--- src/rtl/float_add_seq.sv ---
// ============================================================================
//  Module      : float_add_seq
//  Description : Operand sequencer placed in front of a float_add unit.
//                Operand/op triples arrive over a valid/ready stream and are
//                buffered in a DEPTH-entry FIFO. A three-state controller
//                (IDLE/ISSUE/DRAIN) drives the unit's en/fin protocol one
//                operation at a time. Each result is held in an output
//                register with its own valid/ready handshake. A per-operation
//                timeout replaces a missing fin with a quiet NaN and an error
//                flag, so one hung operation cannot stall the stream.
//
//  Ports       : clk, rst (async, active-low)
//                in_valid/in_ready/in_a/in_b/in_op   operand stream
//                out_valid/out_ready/out_result/out_err  result stream
//                fu_A/fu_B/fu_c/fu_en/fu_result/fu_fin   float_add link
//                busy, count                          status
//  Revision    : 1.0  initial release
// ============================================================================
`default_nettype none

module float_add_seq #(
    parameter int DEPTH   = 4,   // FIFO entries, power of 2, >= 2
    parameter int TIMEOUT = 16,  // max cycles fu_en waits for fu_fin, >= 2
    parameter int GAP     = 1    // min cycles fu_en low between operations, >= 1
) (
    input  logic                         clk,
    input  logic                         rst,
    input  logic                         in_valid,
    output logic                         in_ready,
    input  logic [31:0]                  in_a,
    input  logic [31:0]                  in_b,
    input  logic [1:0]                   in_op,
    output logic                         out_valid,
    input  logic                         out_ready,
    output logic [31:0]                  out_result,
    output logic                         out_err,
    output logic [31:0]                  fu_A,
    output logic [31:0]                  fu_B,
    output logic [1:0]                   fu_c,
    output logic                         fu_en,
    input  logic [31:0]                  fu_result,
    input  logic                         fu_fin,
    output logic                         busy,
    output logic [$clog2(DEPTH+1)-1:0]   count
);

    localparam int c_AW = $clog2(DEPTH);
    localparam int c_CW = $clog2(DEPTH + 1);
    localparam int c_TW = $clog2(TIMEOUT);
    localparam int c_GW = $clog2(GAP + 1);

    localparam logic [31:0] c_QNAN = 32'h7fc0_0000;

    localparam logic [1:0] c_ST_IDLE  = 2'd0;
    localparam logic [1:0] c_ST_ISSUE = 2'd1;
    localparam logic [1:0] c_ST_DRAIN = 2'd2;

    // ------------------------------------------------------------------
    // Operand FIFO: each entry is {op, a, b}
    // ------------------------------------------------------------------
    logic [65:0]        r_mem [DEPTH];
    logic [c_AW-1:0]    r_wr_ptr;
    logic [c_AW-1:0]    r_rd_ptr;
    logic [c_CW-1:0]    r_count;

    logic               w_full;
    logic               w_empty;
    logic               w_push;
    logic               w_pop;
    logic [65:0]        w_head;

    // ------------------------------------------------------------------
    // Controller and output registers
    // ------------------------------------------------------------------
    logic [1:0]         r_state;
    logic [c_TW-1:0]    r_timer;
    logic [c_GW-1:0]    r_gap;
    logic [31:0]        r_fu_a;
    logic [31:0]        r_fu_b;
    logic [1:0]         r_fu_c;
    logic               r_fu_en;
    logic               r_out_valid;
    logic [31:0]        r_out_result;
    logic               r_out_err;

    logic               w_timeout;
    logic               w_gap_done;
    logic               w_drain_done;

    assign w_full   = (r_count == c_CW'(DEPTH));
    assign w_empty  = (r_count == '0);

    // in_ready is forced low during reset and depends only on fullness, so a
    // pop in the same cycle never opens a slot early (no pass-through).
    assign in_ready = rst & ~w_full;
    assign w_push   = in_valid & in_ready;
    assign w_pop    = (r_state == c_ST_IDLE) & ~w_empty;
    assign w_head   = r_mem[r_rd_ptr];

    assign w_timeout    = (r_timer == c_TW'(TIMEOUT - 1));
    assign w_gap_done   = (int'(r_gap) >= (GAP - 1));
    // Leave DRAIN only once the result slot is (being) freed, the unit has
    // dropped fin, and the minimum en-low gap has elapsed.
    assign w_drain_done = (~r_out_valid | out_ready) & ~fu_fin & w_gap_done;

    // Storage array needs no reset; occupancy is tracked by r_count.
    always_ff @(posedge clk) begin
        if (w_push) begin
            r_mem[r_wr_ptr] <= {in_op, in_a, in_b};
        end
    end

    always_ff @(posedge clk or negedge rst) begin
        if (!rst) begin
            r_wr_ptr <= '0;
            r_rd_ptr <= '0;
            r_count  <= '0;
        end else begin
            if (w_push) begin
                r_wr_ptr <= r_wr_ptr + c_AW'(1);
            end
            if (w_pop) begin
                r_rd_ptr <= r_rd_ptr + c_AW'(1);
            end
            case ({w_push, w_pop})
                2'b10:   r_count <= r_count + c_CW'(1);
                2'b01:   r_count <= r_count - c_CW'(1);
                default: r_count <= r_count;
            endcase
        end
    end

    always_ff @(posedge clk or negedge rst) begin
        if (!rst) begin
            r_state      <= c_ST_IDLE;
            r_timer      <= '0;
            r_gap        <= '0;
            r_fu_a       <= '0;
            r_fu_b       <= '0;
            r_fu_c       <= '0;
            r_fu_en      <= 1'b0;
            r_out_valid  <= 1'b0;
            r_out_result <= '0;
            r_out_err    <= 1'b0;
        end else begin
            // Consumer handshake; a capture below can only happen in ISSUE,
            // which is never entered while out_valid is set.
            if (r_out_valid && out_ready) begin
                r_out_valid <= 1'b0;
            end

            case (r_state)
                c_ST_IDLE: begin
                    if (w_pop) begin
                        r_fu_b  <= w_head[31:0];
                        r_fu_a  <= w_head[63:32];
                        r_fu_c  <= w_head[65:64];
                        r_fu_en <= 1'b1;
                        r_timer <= '0;
                        r_state <= c_ST_ISSUE;
                    end
                end

                c_ST_ISSUE: begin
                    // fin wins over a timeout landing in the same cycle.
                    if (fu_fin) begin
                        r_out_result <= fu_result;
                        r_out_err    <= 1'b0;
                        r_out_valid  <= 1'b1;
                        r_fu_en      <= 1'b0;
                        r_gap        <= '0;
                        r_state      <= c_ST_DRAIN;
                    end else if (w_timeout) begin
                        r_out_result <= c_QNAN;
                        r_out_err    <= 1'b1;
                        r_out_valid  <= 1'b1;
                        r_fu_en      <= 1'b0;
                        r_gap        <= '0;
                        r_state      <= c_ST_DRAIN;
                    end else begin
                        r_timer <= r_timer + c_TW'(1);
                    end
                end

                c_ST_DRAIN: begin
                    if (w_drain_done) begin
                        r_state <= c_ST_IDLE;
                    end else if (!(&r_gap)) begin
                        r_gap <= r_gap + c_GW'(1);
                    end
                end

                default: begin
                    r_fu_en <= 1'b0;
                    r_state <= c_ST_IDLE;
                end
            endcase
        end
    end

    assign fu_A       = r_fu_a;
    assign fu_B       = r_fu_b;
    assign fu_c       = r_fu_c;
    assign fu_en      = r_fu_en;
    assign out_valid  = r_out_valid;
    assign out_result = r_out_result;
    assign out_err    = r_out_err;
    assign busy       = (r_state != c_ST_IDLE) | ~w_empty;
    assign count      = r_count;

endmodule

`default_nettype wire

--- config.mk ---
export PLATFORM = sky130hd
export DESIGN_NAME = float_add_seq
export DESIGN_NICKNAME = d
export VERILOG_FILES = /design/src/rtl/float_add_seq.sv
export SDC_FILE = /design/constraint.sdc
export NUM_CORES = 1
export LEC_CHECK = 0
export BUFFER_PORTS_ARGS = -buffer_cell sky130_fd_sc_hd__buf_2
export CAP_MARGIN = 20
export CORE_MARGIN = 4
export CORE_UTILIZATION = 55
export DETAILED_ROUTE_END_ITERATION = 12
export GPL_TIMING_DRIVEN = 0
export HOLD_SLACK_MARGIN = 0.08
export PLACE_DENSITY_LB_ADDON = 0.1
export SLEW_MARGIN = 20
export SYNTH_ARGS = -nofsm -noshare
export SYNTH_HDL_FRONTEND = slang
export SYNTH_SLANG_ARGS = --single-unit
--- constraint.sdc ---
create_clock -name clk -period 7.8 [get_ports clk]
set_clock_uncertainty 0.2 [all_clocks]
set_input_delay 0.39 -clock clk [delete_from_list [all_inputs] [get_ports clk]]
set_output_delay 0.39 -clock clk [all_outputs]
set_load 0.01 [all_outputs]
==> impl_metrics.py, run 1 <==
metrics = {
    "status": {
        "status": "finished clean",
    },
    "worst_setup_path": {
        "crit_required_ns": 7.80,
        "r2r_setup_slack_ns": 4.74,
        "r2r-end": "count[2]",
        "arrival_ns": 3.15,
        "start_kind": "input pin",
        "crit_path_end_kind": "flip-flop",
        "ff2ff_path_depth": 11,
        "path_class": "in -> reg",
        "crit_fanout": 77,
        "r2r-start": "count[0]",
    },
    "timing": {
        "final_max_slew_viol_count": 0,
        "fin_crit_sh_pct": 40.5,
        "hold_violations": 0,
        "fin_setup_tns_ns": 0,
        "rsz0062_at_grt": "no",
        "max_freq_mhz": 317,
        "final-setup-viol-count": 0,
        "worst_pin_slew_ns": 0.722,
        "slew_headroom_pct": 51.9,
        "finalCriticalPeriod_ns": 3.16,
        "setup_ws_ns": 4.64,
    },
    "logic_synthesis": {
        "ys_seq_area_share_pct": 76.7,
        "synth_area_leader_cell": "edfxtp_1",
        "avgSynthCellArea_um2": 22.0,
        "ys.flop_type": "edfxtp_1",
        "synth_top_area_share_pct": 56.4,
        "synth_edf_count": 264,
        "async_flop_share_pct": 30.2,
        "ys_ff_latch": 378,
        "synthDistinctLibCells": 45,
        "synth_warnings": 0,
        "synth.cell_area_mm2": 0.0141,
        "syn_nets": 750,
        "synthTopCellsByArea": "edfxtp_1 (56%), dfrtp_1 (20%), mux4_2 (11%)",
        "synthCells": 640,
    },
    "power": {
        "total_power_mw": 6.64,
        "power.density_mw_per_mm2": 373,
        "p_leak_nw": 6.80,
        "peakVddDrop_v": 0.000244,
    },
    "grt": {
        "grt_pass1_wl_um": 44300,
        "grt_use_total_pct": 20.1,
        "antenna_found_initial": 2,
        "grt_pass1_vias": 7992,
        "grt_max_degree": 78,
        "gr-total-overflow": 0,
    },
    "floorplanning": {
        "die-height_um": 168,
        "rows": 58,
        "die_w_um": 168,
        "ios": 209,
        "core_area_mm2": 0.0252,
        "start_util_pct": 55.8,
        "die_area_mm2": 0.0282,
    },
    "cts": {
        "post_cts_resized": 0,
        "cts.htree.levels": 2,
        "clk_latency_ns": 0.52,
        "cts_tree": "done",
        "root_buffer": "clkbuf_16",
        "cts_num_sinks": 378,
        "clk_pin_slew_ns": 0.05,
        "cts_buffer_depth": 3,
        "numCtsBuffers": 39,
    },
    "route": {
        "detail-route-antenna-nets": 0,
        "dr_total_vias": 7309,
        "wl_per_cell_um": 20.6,
        "routed_wl_um": 27900,
        "drcViolationCount": 0,
        "via_per_inst": 5.41,
        "firstDrtPassIters": 5,
        "drt_iter0_drc": 410,
    },
    "place": {
        "gp_congestion": 0.882,
        "numPortBuffers": 208,
        "place_ws_ns": 4.67,
        "hpwl_um": 17300,
    },
    "hold_path": {
        "holdPathStages": 3,
        "hold_end": "r_state[1]",
        "hp-class": "in -> reg",
        "hp-start": "fu_fin",
    },
    "layout": {
        "multiInputGateArea_mm2": 0.00305,
        "drive_above_1_share_pct": 42.2,
        "regArea_mm2": 0.0108,
        "nFillCells": 1557,
        "finalNetCount": 1104,
        "area_growth_pct": 26.6,
        "utilization_pct": 70.6,
    },
    "run": {
        "cap_violations": 0,
    },
}
cell usage after synthesis (2+ instances only):
| master | n |
|---|---|
| edfxtp_1 | 264 |
| inv_1 | 10 |
| nand2_1 | 2 |
| xor2_1 | 2 |
| nor2_1 | 4 |
| nor2b_1 | 2 |
| clkbuf_1 | 7 |
| a22o_1 | 24 |
| buf_6 | 2 |
| o22a_1 | 9 |
| xnor2_1 | 4 |
| o31a_1 | 2 |
| mux2_2 | 50 |
| buf_2 | 17 |
| nand2b_1 | 2 |
| o21ai_0 | 3 |
| nand3_1 | 3 |
| mux4_2 | 66 |
| mux2_4 | 18 |
| ha_1 | 6 |
| buf_12 | 2 |
| dfrtp_1 | 114 |
| and2_1 | 5 |
power by group:
part           internal (mW)  switching, mW  total (mW)  leakage, nW
sequential              2.62          0.209        2.83         3.75
clock                  0.971          0.701        1.67        0.564
combinational           1.12           1.01        2.14         2.49
total                   4.71           1.92        6.64         6.80
layer usage:
| layer | up-vias | GRT usage, % | share of wire (%) |
|---|---|---|---|
| li1 | 3299 | - | - |
| met5 | - | 0 | 0 |
| met1 | 3758 | 26.8 | 41 |
| met4 | 0 | 3.85 | 1.3 |
| met2 | 221 | 34.2 | 51 |
| met3 | 31 | 5.38 | 6.7 |
metrics by stage:
| stage | hold slack, ns | area [um2] | cells |
|---|---|---|---|
| final | 0.114 | 17800 | 1351 |
| after global routing | 0.134 | 17800 | 1351 |
| after CTS | 0.0872 | 17800 | 1349 |
| after detailed placement | 0.115 | 15600 | 1183 |
| after global placement | 0.283 | 15500 | 1178 |
| after floorplan | -0.106 | 14100 | 640 |
cells in the final DEF, fill, tap and decap left out, drive strengths merged, types with 2 or more instances in the layout:
cell / instances
edfxtp: 264
buf: 235
dfrtp: 114
dlygate4sd3: 100
mux2: 68
mux4: 66
clkbuf: 59
a22o: 24
inv: 12
clkinv: 11
o22a: 9
ha: 6
and2: 5
nor2: 4
xnor2: 4
nand3: 3
o21ai: 3
nor2b: 3
nor3: 3
diode: 2
nand2: 2
o31a: 2
nand2b: 2
xor2: 2
area by class of cell:
| cell class | instances | share of cell area (%) |
|---|---|---|
| antenna | 2 | 0.0281 |
| buffer | 30 | 1.09 |
| clock buffer | 51 | 5.85 |
| clock inverter | 15 | 0.591 |
| inverter | 10 | 0.211 |
| multi-input combinational | 222 | 17.1 |
| sequential | 378 | 60.6 |
| tap | 330 | 2.32 |
| timing repair buffer | 313 | 12.1 |
cells by family (layout without fill, tap and decap cells):
logic type | Yosys count | in the layout | share of synthesized area, %
buffers and inverters | 40 | 419 | 1.65
adder cells (fa/ha/maj) | 7 | 7 | 0.677
AND/OR/NAND/NOR | 29 | 29 | 1.31
flip-flops | 378 | 378 | 76.7
XOR/XNOR | 6 | 6 | 0.374
AO/OA/AOI/OAI | 45 | 45 | 2.69
multiplexers | 135 | 135 | 16.6
other | 0 | 2 | 0
sequential cells by signal (all words and copies together), names as in the netlist:
register / count
count: 3
fu_A: 32
fu_B: 32
fu_c: 2
fu_en: 1
out_err: 1
out_result: 32
out_valid: 1
r_mem: 264
r_rd_ptr: 2
r_state: 2
r_timer: 4
r_wr_ptr: 2
critical path, cell delays in order:
cell and delay, ns:
dlygate4sd3_1 0.57, buf_8 0.34, buf_16 0.35, o311a_1 0.44, and2_4 0.63, buf_12 0.31
worst max path at each step:
stage	start	endpoint	cells after the start
floorplan	count[0]	r_mem[0][0]	3
global placement	rst	r_mem[0][3]	3
detailed placement	rst	r_mem[2][3]	5
CTS	rst	r_mem[2][42]	6
global route	rst	r_mem[1][7]	6
finish	rst	r_mem[2][3]	6
timing repair:
action	4_1_cts	5_1_grt
hold buffers	100	0
setup buffers	0	0
endpoints found under the hold margin	412	0
Note: power is estimated with default switching activity, not from simulation.
==> run 2, diff against run 1 <==
Settings changed: ABC_AREA set to 1, CORE_UTILIZATION 55 to 51.
Clock period 7.8 ns to 2.8 ns, I/O delays scaled along.
==> impl_metrics.py, run 2 <==
metrics = {
    "status": {
        "status": "finished clean",
    },
    "place": {
        "dp_cells": 1885,
        "gp_congestion": 0.749,
        "numPortBuffers": 208,
        "hpwl_um": 22000,
    },
    "layout": {
        "nFillCells": 2106,
        "utilization_pct": 67.6,
        "largest_register": "r_mem",
        "regArea_mm2": 0.0108,
        "final_common_cell": "nand2_1",
        "largest_register_ffs": 264,
        "final_cell_mix": "nand2_1 (351), nor2_1 (279), edfxtp_1 (264), buf_2 (242), dlygate4sd3_1 (120)",
        "multiInputGateArea_mm2": 0.00341,
        "drive_above_1_share_pct": 20.1,
        "fin_cells": 2079,
        "area_growth_pct": 29.5,
        "finalNetCount": 1780,
    },
    "hold_path": {
        "holdPathStages": 3,
        "hp-class": "in -> reg",
    },
    "cts": {
        "numCtsBuffers": 39,
        "cts.htree.levels": 2,
        "clk_pin_slew_ns": 0.05,
        "clk_latency_ns": 0.52,
        "cts_num_sinks": 378,
        "cts_tree": "done",
        "root_buffer": "clkbuf_16",
        "cts_buffer_depth": 3,
    },
    "logic_synthesis": {
        "synth_area_leader_cell": "edfxtp_1",
        "synth_top_area_share_pct": 54.1,
        "ys_ff_latch": 378,
        "synthDistinctLibCells": 24,
        "avgSynthCellArea_um2": 11.4,
        "synth_common_cells": "nand2_1 (351), nor2_1 (283), edfxtp_1 (264)",
        "synth.cell_area_mm2": 0.0147,
        "syn_nets": 1395,
        "synth_edf_count": 264,
        "async_flop_share_pct": 30.2,
        "synthTopCellsByArea": "edfxtp_1 (54%), dfrtp_1 (19%), nand2_1 (9.0%)",
        "ys_seq_area_share_pct": 73.5,
        "synthCells": 1285,
        "synth_most_common_cell": "nand2_1",
        "synth_warnings": 0,
        "ys.flop_type": "edfxtp_1",
    },
    "floorplanning": {
        "rows": 61,
        "ios": 209,
        "die_area_mm2": 0.0315,
        "core_area_mm2": 0.0281,
        "start_util_pct": 52.2,
        "die_w_um": 178,
        "die-height_um": 178,
    },
    "route": {
        "drt_iter0_drc": 742,
        "routed_wl_um": 35000,
        "dr_total_vias": 10300,
        "detail-route-antenna-nets": 0,
        "wl_per_cell_um": 16.8,
        "firstDrtPassIters": 5,
        "via_per_inst": 4.94,
        "drcViolationCount": 0,
    },
    "timing": {
        "worst_pin_slew_ns": 0.635,
        "final-setup-viol-count": 0,
        "fin_crit_sh_pct": 90.8,
        "slew_headroom_pct": 57.6,
        "fin_setup_tns_ns": 0,
        "rsz0062_at_grt": "no",
        "max_freq_mhz": 393,
        "hold_violations": 0,
        "final_max_slew_viol_count": 0,
        "finalCriticalPeriod_ns": 2.54,
        "worst_hold_slack_ns": 0.107,
    },
    "worst_setup_path": {
        "crit_slowest_cell": "nor2_4",
        "max_stage_delay_ns": 0.67,
        "start_kind": "flip-flop",
        "cp_top_family": "simple AND/OR/NAND/NOR gates",
        "critical_path_depth": 6,
        "path_cells": "nor2_4 -> nand2_1 -> nand3_1 -> nor2_4 -> buf_16 -> buf_16",
        "ff2ff_path_depth": 6,
        "crit_path_end_kind": "flip-flop",
        "crit_required_ns": 2.82,
        "crit_fanout": 17,
        "path_class": "reg -> reg",
        "path_buf_inv": 2,
        "arrival_ns": 2.56,
    },
    "power": {
        "comb_power_share_pct": 37.1,
        "power.density_mw_per_mm2": 1050,
        "power.share.sequential_pct": 38.8,
        "p_leak_nw": 8.18,
        "total_power_mw": 20.0,
        "p_sw_mw": 7.19,
        "p_clk_share_pct": 24.1,
        "peakVddDrop_v": 0.000504,
        "p_sw_share_pct": 35.9,
        "internal-power_mw": 12.8,
    },
    "grt": {
        "grt_max_degree": 69,
        "grt_pass1_wl_um": 54700,
        "grt_use_total_pct": 22.1,
        "antenna_found_initial": 3,
        "gr-total-overflow": 0,
        "grt_pass1_vias": 10400,
    },
    "run": {
        "cap_violations": 0,
    },
}
[run 2: cell count changes after synthesis, moves of 12 or more]
cell,change
o21ai_0,+58
a22o_1,-24
mux2_2,-50
nor2_1,+279
nand2_1,+349
mux2_4,-18
buf_4,+12
mux4_2,-66
buf_2,+18
o21ai_1,+75
inv_1,+13
[run 2: final timing paths]
path	from	to	slack, ns
min	in_valid	r_wr_ptr[0]	0.11
max in group asynchronous	rst	fu_B[11]	1.18
min reg2reg	out_result[10]	out_result[10]	0.26
min in group asynchronous	rst	out_result[26]	0.64
max reg2reg	count[0]	r_mem[3][14]	0.26
max	count[0]	r_mem[3][14]	0.26
[run 2: final cells by class]
| type | count | share of cell area, % |
|---|---|---|
| multi-input cells | 814 | 18.0 |
| plain buffers | 64 | 2.06 |
| diodes | 1 | 0.0132 |
| repair buffers | 344 | 13.9 |
| clock inverters | 6 | 0.270 |
| well taps | 378 | 2.49 |
| flip-flops and latches | 378 | 56.8 |
| clock buffers | 65 | 5.98 |
| inverters | 29 | 0.573 |
[run 2: power by group through the flow]
stage | registers, mW | clock network [mW] | logic [mW]
floorplan | 8.20 | 0 | 4.17
global placement | 7.86 | 0 | 6.95
detailed placement | 7.85 | 0 | 7.26
CTS | 7.75 | 4.93 | 7.53
global route | 7.88 | 5.15 | 8.41
finish | 7.75 | 4.83 | 7.42
[run 2: logic make-up after synthesis]
group           after synthesis  share of synthesized area, %
compound gates              149                          5.12
xor+xnor                      5                         0.299
fa+ha+maj                     7                         0.649
buf+inv                      93                          3.41
flops                       378                          73.5
simple gates                653                          17.0
[run 2: worst reg2reg max path, delay by kind of cell, from the launching register on]
kind	cells	cell delay, ns
flops	1	0.44
simple gates	4	1.18
buf+inv	2	0.42
[run 2: stage by stage]
stage	worst slack, ns	instance area [um2]
floorplan	-0.429	14700
global placement	-4.43	16200
detailed placement	-0.443	16600
CTS	0.227	19000
global route	0.0922	19000
finish	0.257	19000
[run 2: metal layers]
metal	track usage, %	share of wire [%]	wire, um	vias to the layer above
li1	-	-	-	5031
met1	29.1	43	15100	4887
met2	38.4	49	17200	302
met3	3.86	6.0	2120	45
met4	5.64	1.8	630	2
met5	0	0.020	7	-
[run 2: repair_timing]
action,4_1_cts,5_1_grt
hold buffers,121,0
buffers inserted,1,0
endpoints found under the setup margin,16,0
endpoints found under the hold margin,418,0
resized for setup,0,0
==> run 3, diff against run 2 <==
==> constraint.sdc (replaced) <==
create_clock -name clk -period 2.8 [get_ports clk]
set_clock_uncertainty 0.2 [all_clocks]
set_input_delay 0.42 -clock clk [delete_from_list [all_inputs] [get_ports clk]]
set_output_delay 0.42 -clock clk [all_outputs]
set_load 0.01 [all_outputs]
==> impl_metrics.py, run 3 (synthesis results as in run 2) <==
metrics = {
    "route": {
        "firstDrtPassIters": 5,
        "wl_per_cell_um": 16.8,
        "via_per_inst": 4.95,
        "routed_wl_um": 34500,
        "drcViolationCount": 0,
        "dr_total_vias": 10200,
        "drt_iter0_drc": 745,
        "detail-route-antenna-nets": 0,
    },
    "worst_setup_path": {
        "path_class": "in -> reg",
        "r2r-start": "count[0]",
        "arrival_ns": 2.64,
        "start_kind": "input pin",
        "path_buf_inv": 4,
        "crit_top_cell": "buf_16",
        "crit_required_ns": 2.82,
        "max_stage_delay_ns": 0.68,
        "cp_top_family": "simple AND/OR/NAND/NOR gates",
        "crit_slowest_cell": "nor2_4",
        "crit_path_end_kind": "flip-flop",
        "path_cells": "dlygate4sd3_1 -> buf_6 -> nand3_1 -> nor2_4 -> buf_16 -> buf_16",
        "critPathLaunch": "rst",
        "crit_fanout": 17,
    },
    "status": {
        "status": "finished clean",
    },
    "power": {
        "p_sw_share_pct": 36.0,
        "p_sw_mw": 7.16,
        "comb_power_share_pct": 36.7,
        "internal-power_mw": 12.7,
        "power.share.sequential_pct": 39.0,
        "peakVddDrop_v": 0.000504,
        "power.density_mw_per_mm2": 1060,
        "p_leak_nw": 8.08,
        "p_clk_share_pct": 24.3,
    },
    "timing": {
        "rsz0062_at_grt": "no",
        "fin_crit_sh_pct": 93.4,
        "max_freq_mhz": 382,
        "worst_hold_slack_ns": 0.259,
        "worst_pin_slew_ns": 0.639,
        "final_max_slew_viol_count": 0,
        "slew_headroom_pct": 57.3,
        "finalCriticalPeriod_ns": 2.62,
        "final-setup-viol-count": 0,
        "hold_violations": 0,
    },
    "layout": {
        "nFillCells": 2156,
        "finalNetCount": 1761,
        "drive_above_1_share_pct": 20.3,
        "largest_register": "r_mem",
        "area_growth_pct": 28.2,
        "regArea_mm2": 0.0108,
        "final_cell_mix": "nand2_1 (351), nor2_1 (279), edfxtp_1 (264), buf_2 (242), dfrtp_1 (114)",
        "largest_register_ffs": 264,
        "final_common_cell": "nand2_1",
        "design_area_mm2": 0.0188,
        "multiInputGateArea_mm2": 0.00341,
    },
    "cts": {
        "cts_tree": "done",
        "cts_buffer_depth": 3,
        "clk_latency_ns": 0.52,
        "cts.htree.levels": 2,
        "numCtsBuffers": 39,
        "root_buffer": "clkbuf_16",
        "post_cts_resized": 0,
        "cts_num_sinks": 378,
        "clk_pin_slew_ns": 0.06,
    },
    "grt": {
        "grt_pass1_vias": 10200,
        "grt_use_total_pct": 21.8,
        "grt_max_degree": 68,
        "grt_pass1_wl_um": 54000,
        "gr-total-overflow": 0,
        "antenna_found_initial": 3,
    },
    "run": {
        "cap_violations": 0,
    },
    "floorplanning": {
        "die_area_mm2": 0.0315,
        "die_w_um": 178,
        "start_util_pct": 52.2,
        "die-height_um": 178,
        "ios": 209,
        "rows": 61,
        "core_area_mm2": 0.0281,
    },
    "place": {
        "hpwl_um": 22000,
        "numPortBuffers": 208,
        "placed_area_mm2": 0.0166,
        "gp_congestion": 0.749,
    },
    "hold_path": {
        "hp-class": "in -> async",
    },
}
## run 3: cell count changes in the layout (fill, tap and decap cells not counted), sizes merged
cell / previous run / this run
dlygate4sd3: 120 / 101
## run 3: worst register-to-register path: stages, from the launching register on
cell	delay, ns
dfrtp_1	0.44
nor2_4	0.06
nand2_1	0.05
nand3_1	0.40
nor2_4	0.68
buf_16	0.25
buf_16	0.17
## run 3: through the flow
stage	worst slack [ns]	std cells	TNS, ns	util, %	power [mW]
floorplan	-0.429	1285	-113.25	-	12.4
global placement	-4.71	1871	-1274.47	57.6	14.8
detailed placement	-0.723	1885	-73.95	59.0	15.1
CTS	0.181	2059	0	66.9	20.1
global route	0.0907	2060	0	66.9	21.3
finish	0.184	2060	0	66.9	19.9
## run 3: final timing paths
| kind | end | slack (ns) | depth (start not counted) |
|---|---|---|---|
| setup / recovery | r_mem[3][14] | 0.18 | 6 |
| hold / removal | out_result[30] | 0.26 | 3 |
| setup reg to reg | r_mem[3][14] | 0.25 | 6 |
| hold reg to reg | out_result[10] | 0.26 | 2 |
| max in group asynchronous | fu_B[4] | 1.76 | 3 |
| min in group clk | out_result[10] | 0.26 | 2 |
## run 3: area by class of cell
cell class	instances	area share [%]
Clock inverter	6	0.273
Clock buffer	65	6.04
Multi-Input combinational cell	814	18.1
Timing Repair Buffer	325	13.0
Antenna cell	1	0.0133
Buffer	64	2.08
Tap cell	378	2.52
Sequential cell	378	57.3
Inverter	29	0.579
## run 3: power by group through the flow
stage	Sequential (mW)	Combinational (mW)	Clock (mW)
final	7.75	7.30	4.84
after global routing	7.87	8.28	5.16
after CTS	7.75	7.43	4.93
after detailed placement	7.85	7.26	0
after global placement	7.86	6.95	0
after floorplan	8.20	4.17	0
## run 3: metal layers
layer	wire [um]	part of all wire, %	track usage, %	vias to the layer above
li1	-	-	-	4995
met2	16900	49	37.6	291
met3	2100	6.1	3.86	44
met5	7	0.020	0	-
met1	14900	43	28.8	4856
met4	627	1.8	5.64	2
## run 3: what timing repair did
action                                  4_1_cts  5_1_grt
endpoints found under the setup margin       25        0
hold buffers                                102        0
setup buffers                                 1        0
hold endpoints to repair                    365        0
